[config.mk]
export PLATFORM = sky130hd
export DESIGN_NAME = riscv_fetch_unit
export DESIGN_NICKNAME = d
export VERILOG_FILES = /design/src/rtl/riscv_fetch_unit.sv
export SDC_FILE = /design/constraint.sdc
export NUM_CORES = 2
export LEC_CHECK = 0
export ABC_AREA = 1
export CAP_MARGIN = 20
export CORE_AREA = 2 2 454 456
export CTS_CLUSTER_DIAMETER = 50
export DETAILED_ROUTE_END_ITERATION = 10
export DIE_AREA = 0 0 456 458
export SLEW_MARGIN = 25
export SYNTH_ARGS = -nofsm -noshare
export SYNTH_HDL_FRONTEND = slang
export SYNTH_SLANG_ARGS = --single-unit
[constraint.sdc]
create_clock -name clk -period 2.6 [get_ports clk]
set_input_delay 0.78 -clock clk [delete_from_list [all_inputs] [get_ports clk]]
set_output_delay 0.78 -clock clk [all_outputs]
set_load 0.02 [all_outputs]
[src/rtl/riscv_fetch_unit.sv]
// Instruction fetch: captures a packed image into local imem and streams pc/inst_out to decode.
// First word valid one edge after load_en; a stall (inst_valid && !out_ready) freezes pc, inst_out and the fetch pointer.
module riscv_fetch_unit #(
  parameter int unsigned IMEM_DEPTH = 32,
  parameter logic [31:0] RESET_PC   = 32'h0000_0000
) (
  input  logic                     clk,
  input  logic                     reset,
  input  logic                     load_en,
  input  logic [IMEM_DEPTH*32-1:0] load_ins,
  input  logic                     redirect_valid,
  input  logic [31:0]              redirect_pc,
  input  logic                     out_ready,
  output logic [31:0]              pc,
  output logic [31:0]              inst_out,
  output logic                     inst_valid,
  output logic                     halted,
  output logic                     fetch_err,
  output logic [31:0]              inst_count
);

  localparam int unsigned IDX_W       = $clog2(IMEM_DEPTH);
  localparam logic [29:0] DEPTH_WORDS = 30'(IMEM_DEPTH);

  localparam logic [1:0] S_IDLE = 2'd0;
  localparam logic [1:0] S_RUN  = 2'd1;
  localparam logic [1:0] S_HALT = 2'd2;
  localparam logic [1:0] S_ERR  = 2'd3;

  logic [1:0]  state;
  logic [1:0]  state_nxt;
  logic [31:0] fpc;
  logic [31:0] fpc_nxt;
  logic [31:0] pc_nxt;
  logic [31:0] inst_nxt;
  logic [31:0] count_nxt;
  logic        valid_nxt;
  logic        halted_nxt;
  logic        err_nxt;

  logic [31:0] imem [IMEM_DEPTH];

  logic        accept;
  logic        fetch_in_range;
  logic        redirect_live;
  logic        redirect_aligned;
  logic        issue;
  logic [31:0] fetch_word;

  assign accept           = inst_valid && out_ready;
  // Range check covers the full word address so wrapped or far pointers halt instead of aliasing.
  assign fetch_in_range   = fpc[31:2] < DEPTH_WORDS;
  assign redirect_live    = redirect_valid && (state == S_RUN || state == S_HALT);
  assign redirect_aligned = redirect_pc[1:0] == 2'b00;
  assign issue            = (state == S_RUN) && !redirect_valid && (!inst_valid || out_ready);
  assign fetch_word       = imem[fpc[IDX_W+1:2]];

  always_comb begin
    state_nxt  = state;
    fpc_nxt    = fpc;
    pc_nxt     = pc;
    inst_nxt   = inst_out;
    valid_nxt  = inst_valid;
    halted_nxt = halted;
    err_nxt    = fetch_err;
    count_nxt  = inst_count + 32'(accept);

    if (load_en) begin
      state_nxt  = S_RUN;
      fpc_nxt    = RESET_PC;
      valid_nxt  = 1'b0;
      halted_nxt = 1'b0;
      err_nxt    = 1'b0;
      count_nxt  = 32'd0;
    end else if (redirect_live) begin
      // A taken branch always flushes whatever decode was looking at.
      valid_nxt = 1'b0;
      if (redirect_aligned) begin
        fpc_nxt    = redirect_pc;
        halted_nxt = 1'b0;
        state_nxt  = S_RUN;
      end else begin
        err_nxt   = 1'b1;
        state_nxt = S_ERR;
      end
    end else if (issue) begin
      if (fetch_in_range) begin
        pc_nxt    = fpc;
        inst_nxt  = fetch_word;
        valid_nxt = 1'b1;
        fpc_nxt   = fpc + 32'd4;
      end else begin
        valid_nxt  = 1'b0;
        halted_nxt = 1'b1;
        state_nxt  = S_HALT;
      end
    end
  end

  always_ff @(posedge clk or negedge reset) begin
    if (!reset) begin
      state      <= S_IDLE;
      fpc        <= RESET_PC;
      pc         <= RESET_PC;
      inst_out   <= 32'd0;
      inst_valid <= 1'b0;
      halted     <= 1'b0;
      fetch_err  <= 1'b0;
      inst_count <= 32'd0;
    end else begin
      state      <= state_nxt;
      fpc        <= fpc_nxt;
      pc         <= pc_nxt;
      inst_out   <= inst_nxt;
      inst_valid <= valid_nxt;
      halted     <= halted_nxt;
      fetch_err  <= err_nxt;
      inst_count <= count_nxt;
    end
  end

  // The image does not survive reset; software must reload it.
  always_ff @(posedge clk or negedge reset) begin
    if (!reset) begin
      for (int i = 0; i < IMEM_DEPTH; i++) imem[i] <= 32'd0;
    end else if (load_en) begin
      for (int i = 0; i < IMEM_DEPTH; i++) imem[i] <= load_ins[32*i +: 32];
    end
  end

endmodule
Word-level counts from Yosys, hierarchy flattened

Cells that the tools add are included.

Bitwise gates (word level): 3
Eq/ne operators: 5
Reductions and logical operators: 17
Muxes and demuxes: 26
Add/sub/neg operators: 2
$lt $le $gt $ge: 2

Operators by type and width:

| cell                                                                  | count |
|---|---|
| 32-bit two-way mux                                                    | 8 |
| 32-bit binary-select mux with 5-bit select                            | 1 |
| 32-bit by 1-bit adder with 32-bit output                              | 1 |
| 32-bit by 3-bit adder with 32-bit output, second input constant       | 1 |
| 30-bit by 6-bit < comparator with 1-bit output, second input constant | 1 |
| 1-bit two-way mux                                                     | 12 |
| 2-bit two-way mux                                                     | 5 |
| 6-bit >= comparator, second input constant                            | 1 |
| 3-bit by 2-bit != test with 1-bit output, second input constant       | 2 |
| 5-bit inverter with 6-bit output                                      | 1 |
| 3-bit AND reduction                                                   | 2 |
| 3-bit nonzero test                                                    | 2 |
| 1-bit logical AND                                                     | 4 |
| 2-bit AND reduction                                                   | 2 |
| 4-bit AND reduction                                                   | 1 |
| 2-bit by 1-bit == test with 1-bit output, second input constant       | 1 |
| 2-bit == test, second input constant                                  | 1 |
| 1-bit zero test                                                       | 2 |
| 2-bit zero test                                                       | 1 |
| 1-bit logical OR                                                      | 2 |
| 2-bit != test, second input constant                                  | 1 |
| 1-bit inverter                                                        | 2 |
| 2-bit nonzero test                                                    | 1 |

Logic and storage cells: 95
Register bits: 1157
Output and inout bits: 99
Input port bits: 1061

Longest topological paths before layout

Depth in word-level cells: 6
Mapped depth: 14
Gate-level depth less buffers: 13

Worst setup path after synthesis

Ideal clock, no wire load.

Kind: input to register
Start point: in out_ready
End point: reg inst_count[20]
Arrival time: 2.208 ns
Stages: 11
Data required time: 2.480 ns
Path slack: 0.272 ns
Setup time: 0.120 ns
Buffers on the path: 0
Cells stage by stage: nand2_1 -> inv_1 -> ha_1 -> ha_1 -> nand2_1 -> nor2_1 -> nand2_1 -> nor2_1 -> nand4_1 -> o21ai_0 -> nor2_1

Longest elaborated chain between the ends: 3

RTL lines:

| what                                     | RTL line | RTL |
|---|---|---|
| from (decl)                              | 13       | `input logic out_ready,` |
| 1-bit logical AND                        | 50       | `assign accept = inst_valid && out_ready;` |
| 32-bit by 1-bit adder with 32-bit output | 66       | `count_nxt = inst_count + 32'(accept);` |
| 32-bit two-way mux                       | 68       | `if (load_en) begin` |
| net count_nxt[20]                        | 36       | `logic [31:0] count_nxt;` |
| to (signal assigned)                     | 118      | `inst_count <= count_nxt;` |
| to (decl)                                | 19       | `output logic [31:0] inst_count` |

The timed path passes the listed nets, and every way through them passes these cells.
A chain may end at the register's enable or synchronous reset.

Worst setup path in the final report

Start point: reg fpc[2]
End point: reg inst_out[27]

Longest elaborated chain between the ends: 4
Elaborated cells on any way between the ends: 6
Classes of those cells: order compare: 1; mux: 3; bitwise: 1; reduce/logical: 1

RTL lines:

| what                                                                                   | RTL line | RTL |
|---|---|---|
| from (decl)                                                                            | 32       | `logic [31:0] fpc;` |
| from (signal assigned)                                                                 | 112      | `fpc <= fpc_nxt;` |
| branches (longest 4 deep; another with 30-bit by 6-bit < comparator with 1-bit output) | -        |  |
| to (signal assigned)                                                                   | 114      | `inst_out <= inst_nxt;` |
| to (decl)                                                                              | 15       | `output logic [31:0] inst_out,` |

Several ways; the timed one is not identified. The select of a mux whose other input is x is not followed.

==> Flow_metrics.wiki <==
{| class="wikitable"
! Metric !! Value
|-
| Outcome || completed
|-
| Hold_sp || imem[378]$_DFFE_PN0P_
|-
| Post-DR vias/cell || 4.799
|-
| Fraction of layout instances using a drive strength above 1 || 7.040%
|-
| Worst setup EP type || register
|-
| Post-synthesis instance area || 0.05415 mm^2
|-
| Aggregate global-route resource usage || 26.08%
|-
| Number of placed I/O pins || 1160
|-
| Beginning of the worst register-to-register path || fpc[2]$_DFFE_PN0P_
|-
| Relative max-transition margin || 39.89%
|-
| Pin count of the biggest net entering global routing || 147
|-
| Vias in the first global route || 52550
|-
| Worst setup startpoint || fpc[2]$_DFFE_PN0P_
|-
| Type of the most critical hold path || reg -> reg
|-
| Final Routed Wirelength || 278900 um
|-
| Placed wire-length estimate || 218800 um
|-
| Main synth FF type || sky130_fd_sc_hd__dfrtp_1
|-
| Clock Tree Root || sky130_fd_sc_hd__clkbuf_16
|-
| Leakage power || 36.62 nW
|-
| Worst Path Required || 3.30 ns
|-
| Average cell area after synthesis || 7.710 um^2
|-
| Std-Cell Core Area || 0.2038 mm^2
|-
| Clock latency of the later-clocked register in the worst-skew pair || 0.82 ns
|-
| Compound-cell area share of the yosys netlist || 12.39%
|-
| Post-synthesis mux area share || 0%
|-
| Synth cell count leaders || sky130_fd_sc_hd__nand2_1 (3061), sky130_fd_sc_hd__dfrtp_1 (1157), sky130_fd_sc_hd__o21ai_0 (717)
|-
| Number of synthesized flops with an enable pin || 0
|-
| Final period demand of the worst path || 2.577 ns
|-
| Final estimated routing congestion in global placement || 0.9617
|-
| Port Buffers || 1159
|-
| P&R area growth vs syn || 40.12%
|-
| Nature of the critical path startpoint || register
|-
| Simple-gate share of the synthesized area || 25.53%
|-
| Antenna violations before repair || 105
|-
| Sequential area share after synthesis || 53.46%
|-
| Main combinational cell family by area after synthesis || simple AND/OR/NAND/NOR gates
|-
| Worst clock skew on the final layout || 0.03395 ns
|-
| Synthesized Nets || 8089
|-
| Remaining global-route overflow || 0
|-
| Count of distinct cell types in the synthesized netlist || 33
|-
| Die area || 0.2088 mm^2
|-
| Number of detailed-routing iterations run before antenna repair || 6
|-
| Synth area leader || sky130_fd_sc_hd__dfrtp_1
|-
| Maximum level of the CTS H-tree || 4
|-
| Post-synthesis register bit count || 1157
|-
| Number of standard-cell rows in the floorplan || 166
|-
| Number of pins with negative max-slew slack in the final report || 0
|-
| Clock sinks || 1157
|-
| Count of final hold-check violations || 0
|-
| Xor and xnor fraction of the mapped netlist area || 0.2102%
|-
| Area share of the largest cell type after synthesis || 53.46%
|-
| CTS Buffer Depth || 3
|-
| Library cell with the highest instance count after synthesis || sky130_fd_sc_hd__nand2_1
|-
| Setup-violating endpoint count in the final report || 0
|-
| TritonCTS clock tree || built
|-
| Height of the chip || 458 um
|-
| DIE WIDTH || 456 um
|-
| Net total in the final layout || 9218
|-
| Data arrival time of the critical path || 3.28 ns
|-
| Largest fanout of any net on the critical path || 25
|-
| Routed wirelength normalized by instance count || 25.26 um
|-
| Worst vdd ir || 0.7384 mV
|-
| Inserted Clock Buffers || 171
|-
| Total power density per cell area || 828.3 mW/mm^2
|-
| Clock transition at the register clock pins on the worst setup and hold paths after CTS || 0.06 ns
|-
| Top area cells in the synthesized netlist || sky130_fd_sc_hd__dfrtp_1 (53%), sky130_fd_sc_hd__nand2_1 (21%), sky130_fd_sc_hd__o21ai_0 (6.6%)
|-
| Number of standard cells after synthesis || 7024
|-
| Slew at the pin with the worst max-slew slack || 0.9017 ns
|-
| Final period util || 99.11%
|-
| Number of vias in the routed layout || 53010
|-
| Post-route non-filler standard cell count || 11040
|-
| Residual DRC count || 0
|-
| Setup repair after global routing missed its margin || yes
|-
| # placed instances || 10660
|-
| Start-to-end type of the worst setup path || reg -> reg
|-
| Global-route wire length before repair || 387800 um
|-
| MaxCap Viol Count || 0
|-
| Number of synthesis warnings || 0
|-
| Adder-cell area share of the yosys netlist || 0.09242%
|-
| Number of antenna-violating nets in the routed design || 0
|-
| Drt initial violations || 5077
|-
| Maximum operating frequency || 388.1 MHz
|-
| Initial Utilization || 26.58%
|-
| Overall Power || 62.85 mW
|-
| Fraction of synthesis flops using an asynchronous set or reset pin || 100.0%
|}
final cells by class:
cell class | instances | area [um^2]
fill | 21190 | 127900
sequential | 1157 | 28970
multi-input combinational | 4796 | 20760
timing repair buffer | 1414 | 14410
clock buffer | 220 | 4776
tap | 2688 | 3363
inverter | 613 | 2322
clock inverter | 95 | 1124
antenna | 61 | 152.6
power breakdown:
part | internal [mW] | switching, mW | leakage, nW
sequential | 19.5 | 0.802 | 14.3
combinational | 6.08 | 12.4 | 19.5
clock | 14.6 | 9.47 | 2.85
total | 40.2 | 22.6 | 36.6
repair_timing:
item	4_1_cts	5_1_grt
hold buffers	1	0
gates resized for setup	107	11
pin swaps	0	1
cloned	0	1
buffers inserted	3	0
setup endpoints to repair	98	11
endpoints found under the hold margin	30	0
cell usage in the layout (no fill, tap or decap), drive strengths merged, types with 132 or more instances in the layout:
cell,n
o21ai,778
nand2,3061
a21oi,225
nand3,328
dfrtp,1157
inv,623
buf,257
o211ai,217
clkbuf,222
nor2,132
clkdlybuf4s50,1058
path summary, 6_finish.rpt:
check                                            to  slack, ns  cells after the start
max                        inst_out[27]$_DFFE_PN0P_       0.02                     11
min                           imem[378]$_DFFE_PN0P_       0.46                      2
max reg2reg                inst_out[27]$_DFFE_PN0P_       0.02                     11
min reg2reg                   imem[378]$_DFFE_PN0P_       0.46                      2
max in group asynchronous     imem[657]$_DFFE_PN0P_       1.04                      3
min in group asynchronous     imem[604]$_DFFE_PN0P_       0.47                      2
logic make-up after synthesis:
| kind of cell | after synthesis |
|---|---|
| compound gates | 1228 |
| xor+xnor | 13 |
| fa+ha+maj | 4 |
| buf+inv | 1071 |
| flops | 1157 |
| simple gates | 3551 |
routing by layer:
layer	part of all wire (%)	vias up	GRT usage (%)
met5	0.099	-	0
met2	45	2128	40.00
li1	-	24460	-
met3	6.6	551	5.475
met4	6.9	44	17.86
met1	41	25820	32.93
critical path, cell delays in order, from the launching register on:
cell and delay, ns:
sky130_fd_sc_hd__dfrtp_4 0.69, sky130_fd_sc_hd__inv_6 0.21, sky130_fd_sc_hd__buf_12 0.22, sky130_fd_sc_hd__buf_4 0.20, sky130_fd_sc_hd__nand2_1 0.07, sky130_fd_sc_hd__nand3_1 0.19, sky130_fd_sc_hd__nand3_1 0.28, sky130_fd_sc_hd__nand2_1 0.08
sky130_fd_sc_hd__a21oi_1 0.24, sky130_fd_sc_hd__nand2_1 0.08, sky130_fd_sc_hd__nand3_1 0.09, sky130_fd_sc_hd__nand2_1 0.05
flip-flops by register name, indices dropped and copies added (netlist names):
signal / flops
fpc: 32
inst_out: 32
imem: 1024
inst_count: 32
inst_valid: 1
pc: 32
halted: 1
fetch_err: 1
state: 2
per-stage QoR:
step | instance area (um^2) | setup TNS, ns | hold slack [ns] | worst slack [ns] | util [%]
final | 75880 | 0 | 0.4626 | 0.02301 | 37.24
after global routing | 75840 | -0.06781 | 0.4522 | -0.03876 | 37.22
after CTS | 75660 | 0 | 0.4070 | 0.001305 | 37.13
after detailed placement | 69830 | -5.665 | 0.4530 | -0.3847 | 34.27
after global placement | 69830 | -3.522 | 0.4489 | -0.3736 | 34.27
after floorplan | 54150 | 0 | 0.4366 | 0.2720 | -
Note: power is estimated with default switching activity, not from simulation.
